### config.mk
export PLATFORM = sky130hd
export DESIGN_NAME = pipe_adder_flat
export DESIGN_NICKNAME = d
export VERILOG_FILES = /design/src/rtl/pipe_adder_if.sv /design/src/rtl/pipe_adder.sv /design/src/flat_wrapper.sv
export SDC_FILE = /design/constraint.sdc
export NUM_CORES = 1
export LEC_CHECK = 0
export CORE_MARGIN = 1
export CORE_UTILIZATION = 45
export DETAILED_ROUTE_END_ITERATION = 8
export DONT_BUFFER_PORTS = 1
export MAX_ROUTING_LAYER = met4
export SLEW_MARGIN = 20
export SYNTH_ARGS = -nofsm -noshare
export SYNTH_HDL_FRONTEND = slang
export SYNTH_SLANG_ARGS = --single-unit
### constraint.sdc
create_clock -name clk -period 2.6 [get_ports clk]
set_input_delay 0.26 -clock clk [delete_from_list [all_inputs] [get_ports clk]]
set_output_delay 0.26 -clock clk [all_outputs]
set_load 0.03 [all_outputs]
### src/rtl/pipe_adder_if.sv
// Handshake bundle for pipe_adder: operands/op select in, result/flags out.
// The master modport is the issuing side, the slave modport is the adder.
interface pipe_adder_if #(
   parameter int WIDTH = 32
);

   logic             inValid;
   logic             inReady;
   logic [WIDTH-1:0] dataA;
   logic [WIDTH-1:0] dataB;
   logic             sub;
   logic             outValid;
   logic             outReady;
   logic [WIDTH-1:0] rAdd;
   logic             carryOut;
   logic             overflow;

   modport master (
      output inValid, dataA, dataB, sub, outReady,
      input  inReady, outValid, rAdd, carryOut, overflow
   );

   modport slave (
      input  inValid, dataA, dataB, sub, outReady,
      output inReady, outValid, rAdd, carryOut, overflow
   );

endinterface

### src/rtl/pipe_adder.sv
// Skewed-pipeline adder/subtractor: one CW-bit chunk resolved per stage, carry registered between stages.
// Optional saturation of signed overflow is enabled by defining PIPE_ADDER_SAT_EN.
module pipe_adder #(
   parameter int WIDTH  = 32,
   parameter int STAGES = 4
) (
   input logic        clk,
   input logic        reset,
   pipe_adder_if.slave bus
);

   localparam int CW   = WIDTH / STAGES;
   localparam int LAST = STAGES - 1;

   logic             regV [STAGES];
   logic [WIDTH-1:0] regA [STAGES];
   logic [WIDTH-1:0] regB [STAGES];
   logic [WIDTH-1:0] regR [STAGES];
   logic             regC [STAGES];
   logic             regOvf;

   logic             stV   [STAGES];
   logic [WIDTH-1:0] stA   [STAGES];
   logic [WIDTH-1:0] stB   [STAGES];
   logic [WIDTH-1:0] stR   [STAGES];
   logic             stC   [STAGES];
   logic [WIDTH-1:0] nextR [STAGES];
   logic             nextC [STAGES];

   logic             stall;
   logic             lastOvf;
   logic [WIDTH-1:0] lastR;

   // A full output register that nobody takes freezes the whole pipe.
   assign stall       = regV[LAST] & ~bus.outReady;
   assign bus.inReady = ~stall;

   genvar k;
   generate
      for (k = 0; k < STAGES; k++) begin : gStage
         logic [CW:0]      chunkSum;
         logic [WIDTH-1:0] merged;

         if (k == 0) begin : gFirst
            assign stV[k] = bus.inValid & ~stall;
            assign stA[k] = bus.dataA;
            assign stB[k] = bus.sub ? ~bus.dataB : bus.dataB;
            assign stR[k] = '0;
            assign stC[k] = bus.sub;
         end else begin : gNext
            assign stV[k] = regV[k-1];
            assign stA[k] = regA[k-1];
            assign stB[k] = regB[k-1];
            assign stR[k] = regR[k-1];
            assign stC[k] = regC[k-1];
         end

         assign chunkSum = {1'b0, stA[k][k*CW +: CW]}
                         + {1'b0, stB[k][k*CW +: CW]}
                         + {{CW{1'b0}}, stC[k]};

         always_comb begin
            merged              = stR[k];
            merged[k*CW +: CW]  = chunkSum[CW-1:0];
         end

         assign nextR[k] = merged;
         assign nextC[k] = chunkSum[CW];
      end
   endgenerate

   // Signed overflow: operands agree in sign but the result does not.
   assign lastOvf = (stA[LAST][WIDTH-1] == stB[LAST][WIDTH-1]) &&
                    (nextR[LAST][WIDTH-1] != stA[LAST][WIDTH-1]);

`ifdef PIPE_ADDER_SAT_EN
   always_comb begin
      lastR = nextR[LAST];
      if (lastOvf) begin
         lastR = stA[LAST][WIDTH-1] ? {1'b1, {(WIDTH-1){1'b0}}}
                                    : {1'b0, {(WIDTH-1){1'b1}}};
      end
   end
`else
   assign lastR = nextR[LAST];
`endif

   // Every stage advances together unless stalled; payload only loads with a live token.
   always_ff @(posedge clk) begin
      if (reset) begin
         for (int i = 0; i < STAGES; i++) begin
            regV[i] <= 1'b0;
            regA[i] <= '0;
            regB[i] <= '0;
            regR[i] <= '0;
            regC[i] <= 1'b0;
         end
         regOvf <= 1'b0;
      end else if (!stall) begin
         for (int i = 0; i < STAGES; i++) begin
            regV[i] <= stV[i];
            if (stV[i]) begin
               regA[i] <= stA[i];
               regB[i] <= stB[i];
               regR[i] <= (i == LAST) ? lastR : nextR[i];
               regC[i] <= nextC[i];
            end
         end
         if (stV[LAST]) begin
            regOvf <= lastOvf;
         end
      end
   end

   assign bus.outValid = regV[LAST];
   assign bus.rAdd     = regR[LAST];
   assign bus.carryOut = regC[LAST];
   assign bus.overflow = regOvf;

endmodule
### src/flat_wrapper.sv
// flat-port wrapper written by rule: the top's interface ports become plain ports
module pipe_adder_flat 
#(
   parameter int WIDTH  = 32,
   parameter int STAGES = 4
)
  (clk, reset, bus_inValid, bus_dataA, bus_dataB, bus_sub, bus_outReady, bus_inReady, bus_outValid, bus_rAdd, bus_carryOut, bus_overflow);
  pipe_adder_if #(.WIDTH(WIDTH)) bus_i ();
  input logic clk;
  input logic reset;
  input wire logic [$bits(bus_i.inValid)-1:0] bus_inValid;
  input wire logic [$bits(bus_i.dataA)-1:0] bus_dataA;
  input wire logic [$bits(bus_i.dataB)-1:0] bus_dataB;
  input wire logic [$bits(bus_i.sub)-1:0] bus_sub;
  input wire logic [$bits(bus_i.outReady)-1:0] bus_outReady;
  output wire logic [$bits(bus_i.inReady)-1:0] bus_inReady;
  output wire logic [$bits(bus_i.outValid)-1:0] bus_outValid;
  output wire logic [$bits(bus_i.rAdd)-1:0] bus_rAdd;
  output wire logic [$bits(bus_i.carryOut)-1:0] bus_carryOut;
  output wire logic [$bits(bus_i.overflow)-1:0] bus_overflow;
  assign bus_i.inValid = bus_inValid;
  assign bus_i.dataA = bus_dataA;
  assign bus_i.dataB = bus_dataB;
  assign bus_i.sub = bus_sub;
  assign bus_i.outReady = bus_outReady;
  assign bus_inReady = bus_i.inReady;
  assign bus_outValid = bus_i.outValid;
  assign bus_rAdd = bus_i.rAdd;
  assign bus_carryOut = bus_i.carryOut;
  assign bus_overflow = bus_i.overflow;
  pipe_adder #(.WIDTH(WIDTH), .STAGES(STAGES)) u_core (.clk(clk), .reset(reset), .bus(bus_i));
endmodule
==> flow_metrics.py <==
metrics = {
    "outcome": {
        "run_status": "completed",
    },
    "clock_tree": {
        "sink_count_of_the_clock_tree": 185,
        "postCtsSetupRepairBufs": 0,
        "tritoncts": "done",
        "cts_hold_repair.buffers": 0,
        "clockRootBuffer": "sky130_fd_sc_hd__clkbuf_16",
        "clkLatencyLatePin_ns": 0.42,
        "cts-htree-levels": 4,
        "post_cts_resize_count": 0,
        "clk_path_buf_depth": 2,
        "cts_buffers": 17,
        "worst_setup_hold_path_clk_slew_ns": 0.07,
    },
    "detailed_routing": {
        "first_pass_iters": 5,
        "post-route-drc-count": 0,
        "vias_per_cell": 4.917,
        "detail_route.wl_per_cell_um": 15.33,
        "via_count": 4160,
        "route.final.wire_length_um": 12970,
        "initialDrtViolationCount": 235,
        "drtAntennaViolNets": 0,
    },
    "global_route": {
        "antenna_violations_before_repair": 1,
        "grtUsageTotal": 0.1534,
        "globalRoute.totalOverflow": 0,
        "grtUsageMet2": 0.2085,
        "first_global_vias": 4147,
        "grt_busiest_layer": "met1",
        "wire_length_of_the_first_global_routing_pass_um": 21090,
        "grtUsageMet3": 0.03606,
        "groute.layer.met1.usage": 0.2183,
        "grt_max_degree": 58,
    },
    "timing": {
        "fin_tns_setup_ns": 0,
        "actual_transition_at_the_worst_max_transition_pin_ns": 0.6257,
        "final_period_minus_worst_setup_slack_ns": 2.414,
        "post-route-period-util": 0.9284,
        "final.setup_skew_ns": 0.008724,
        "final.hold.worst_slack_ns": 0.03347,
        "rsz0062_at_grt": "false",
        "timing.slew.headroom": 0.5829,
        "max_freq_mhz": 414.3,
        "setup-violations-final": 0,
        "slew_viol_final": 0,
        "timing_hold_violations_final": 0,
    },
    "yosys": {
        "main_combinational_cell_family_by_area_after_synthesis": "simple AND/OR/NAND/NOR gates",
        "simple_logic_cell_fraction_of_the_synthesized_area": 0.1537,
        "synthFlopType": "sky130_fd_sc_hd__edfxtp_1",
        "synth_fp_nets": 699,
        "post_synth_instance_area_um2": 8263,
        "synth_enable_flop_cells": 184,
        "async_reset_ff_frac": 0,
        "synth_sequential_area_ratio": 0.6711,
        "gate_count_after_technology_mapping": 595,
        "synth_largest_type_area_fraction": 0.6687,
        "synth.area.top_cells": "sky130_fd_sc_hd__edfxtp_1 (67%), sky130_fd_sc_hd__and2_1 (9.3%), sky130_fd_sc_hd__ha_1 (4.2%)",
        "synth-adder-area-share": 0.05936,
        "yosys.area_share.xor_xnor": 0.04240,
        "synth_compound_area_frac": 0.05073,
        "synthMostInstantiatedCell": "sky130_fd_sc_hd__edfxtp_1",
        "post-synth-top-area-cell": "sky130_fd_sc_hd__edfxtp_1",
        "synth.lib_cells_used.distinct": 45,
        "ys_seq_elements": 185,
        "synth.cells.most_frequent": "sky130_fd_sc_hd__edfxtp_1 (184), sky130_fd_sc_hd__and2_1 (123), sky130_fd_sc_hd__nor2_1 (47)",
        "synth-warning-count": 0,
        "synth.avg_cell_area_um2": 13.89,
        "synth.mux.area_fraction": 0.002877,
    },
    "die": {
        "dieHeight_um": 137.5,
        "placeableCoreArea_um2": 17960,
        "die_area_um2": 18910,
        "pin_count": 105,
        "floorplan.die.width_um": 137.5,
        "rows": 49,
        "initial_core_utilization": 0.4600,
    },
    "worst_setup_path": {
        "critPathRequiredTime_ns": 2.89,
        "type_of_destination_of_the_critical_path": "flop",
        "crit-reg2reg-capture": "u_core.regR[0][126]$_SDFFCE_PN0P_",
        "worstReg2RegStart": "u_core.regA[0][88]$_SDFFCE_PN0P_",
        "path_depth_of_the_worst_reg2reg_path": 8,
        "timing.reg2reg.setup_slack_ns": 0.19,
        "timing_worst_setup_path_type": "reg2reg",
        "setup.worst_path.start_class": "flop",
        "worstPathArrival_ns": 2.70,
        "worstPathMaxFanout": 4,
    },
    "placement": {
        "hpwlAfterDp_um": 9138,
        "placed_cells": 813,
        "placed_area_um2": 8546,
        "buffer_ports.inserted": 0,
        "gpl.final_weighted_congestion": 0.8042,
    },
    "layout": {
        "final_design_area_no_fill_um2": 9126,
        "layoutNonFillerInstCount": 846,
        "num-nets-final": 707,
        "drive_gt1_frac": 0.07630,
        "relative_area_change_from_synthesis_to_final_layout_pct": 10.45,
    },
    "pwr": {
        "power_leakage_nw": 3.476,
        "totalPowerFinal_mw": 6.614,
        "ir_worst_vdd_mv": 0.4352,
        "power_density_nw_per_um2": 724.7,
    },
    "worst_hold_path": {
        "worstHoldStart": "bus_dataA[25]",
        "whs_endpoint": "u_core.regA[0][25]$_SDFFCE_PN0P_",
        "hold_path.class": "in2reg",
        "depth_of_the_worst_hold_timing_path": 1,
    },
    "job": {
        "maxCapViolCount": 0,
    },
}
per-stage QoR:
stage	util	worst slack, ns
3_3_place_gp	0.4757	0.3331
2_1_floorplan	-	0.07858
3_5_place_dp	0.4757	0.2211
4_1_cts	0.5079	0.1910
5_1_grt	0.5080	0.07604
6_report	0.5080	0.1861
flip-flops by register name, indices dropped and copies added (netlist names):
register	flops
u_core.regV	4
u_core.bus.overflow	1
u_core.regR	80
u_core.regA	48
u_core.regC	4
u_core.regB	48
per-layer routing:
layer / vias up / wire, µm
met5: - / 0
met4: 0 / 76
met3: 4 / 697
met2: 127 / 5633
met1: 1911 / 6560
li1: 2118 / -
layout by cell type (no fill, tap or decap), types with 3 or more instances in the layout:
| cell type | count |
|---|---|
| sky130_fd_sc_hd__a211oi_1 | 9 |
| sky130_fd_sc_hd__a21o_1 | 3 |
| sky130_fd_sc_hd__a21oi_1 | 10 |
| sky130_fd_sc_hd__and2_1 | 123 |
| sky130_fd_sc_hd__buf_4 | 8 |
| sky130_fd_sc_hd__clkbuf_16 | 17 |
| sky130_fd_sc_hd__clkinv_4 | 4 |
| sky130_fd_sc_hd__clkinvlp_4 | 3 |
| sky130_fd_sc_hd__edfxtp_1 | 184 |
| sky130_fd_sc_hd__fa_1 | 7 |
| sky130_fd_sc_hd__ha_1 | 28 |
| sky130_fd_sc_hd__inv_1 | 18 |
| sky130_fd_sc_hd__nand2_1 | 12 |
| sky130_fd_sc_hd__nand2_2 | 3 |
| sky130_fd_sc_hd__nand2b_1 | 6 |
| sky130_fd_sc_hd__nand3_1 | 3 |
| sky130_fd_sc_hd__nor2_1 | 47 |
| sky130_fd_sc_hd__nor2b_1 | 10 |
| sky130_fd_sc_hd__nor3_1 | 11 |
| sky130_fd_sc_hd__nor3b_1 | 4 |
| sky130_fd_sc_hd__o21a_1 | 7 |
| sky130_fd_sc_hd__o21ai_0 | 22 |
| sky130_fd_sc_hd__o31a_1 | 3 |
| sky130_fd_sc_hd__xnor2_1 | 25 |
| sky130_fd_sc_hd__xor2_1 | 15 |
how the worst max path moves through the flow:
| stage | start | end | slack [ns] | cells after the start |
|---|---|---|---|---|
| 6_report | u_core.regA[0][88]$_SDFFCE_PN0P_ | u_core.regR[0][126]$_SDFFCE_PN0P_ | 0.19 | 8 |
| 5_1_grt | u_core.regA[0][48]$_SDFFCE_PN0P_ | u_core.regR[0][86]$_SDFFCE_PN0P_ | 0.08 | 8 |
| 4_1_cts | u_core.regA[0][88]$_SDFFCE_PN0P_ | u_core.regR[0][126]$_SDFFCE_PN0P_ | 0.19 | 8 |
| 3_5_place_dp | u_core.regA[0][88]$_SDFFCE_PN0P_ | u_core.regR[0][126]$_SDFFCE_PN0P_ | 0.22 | 8 |
| 3_3_place_gp | u_core.regA[0][88]$_SDFFCE_PN0P_ | u_core.regR[0][126]$_SDFFCE_PN0P_ | 0.33 | 8 |
| 2_1_floorplan | u_core.regV[0][3]$_DFFE_PP_ | u_core.regA[0][10]$_SDFFCE_PN0P_ | 0.08 | 4 |
logic make-up (layout without fill, tap and decap cells):
logic type | count (synthesis) | count (layout)
XOR/XNOR | 40 | 40
other | 0 | 1
buffers and inverters | 40 | 61
adder cells (fa/ha/maj) | 35 | 35
AND/OR/NAND/NOR | 227 | 227
multiplexers | 2 | 2
AO/OA/AOI/OAI | 66 | 66
flip-flops | 185 | 185
cell type report:
cell class	instances	area (µm²)
clock inverter	14	148.9
multi-input combinational	370	2559
fill	1567	8837
sequential	185	5545
antenna	1	2.502
clock buffer	18	429.2
inverter	20	75.07
timing repair buffer	9	80.08
tap	229	286.5
power by group:
part	internal, mW	leakage (nW)	switching [mW]
clock network	1.42	0.274	1.07
registers	3.50	1.98	0.117
logic	0.208	1.22	0.301
critical path, stage by stage (launching register included):
cell and delay, ns:
sky130_fd_sc_hd__edfxtp_1 0.40, sky130_fd_sc_hd__fa_1 0.48, sky130_fd_sc_hd__inv_1 0.10, sky130_fd_sc_hd__fa_1 0.19, sky130_fd_sc_hd__nor2b_1 0.06, sky130_fd_sc_hd__o21ai_0 0.24, sky130_fd_sc_hd__a21boi_0 0.23, sky130_fd_sc_hd__or4_1 0.51
sky130_fd_sc_hd__nand3_1 0.08
No activity file was read; power rests on OpenSTA's default activity.
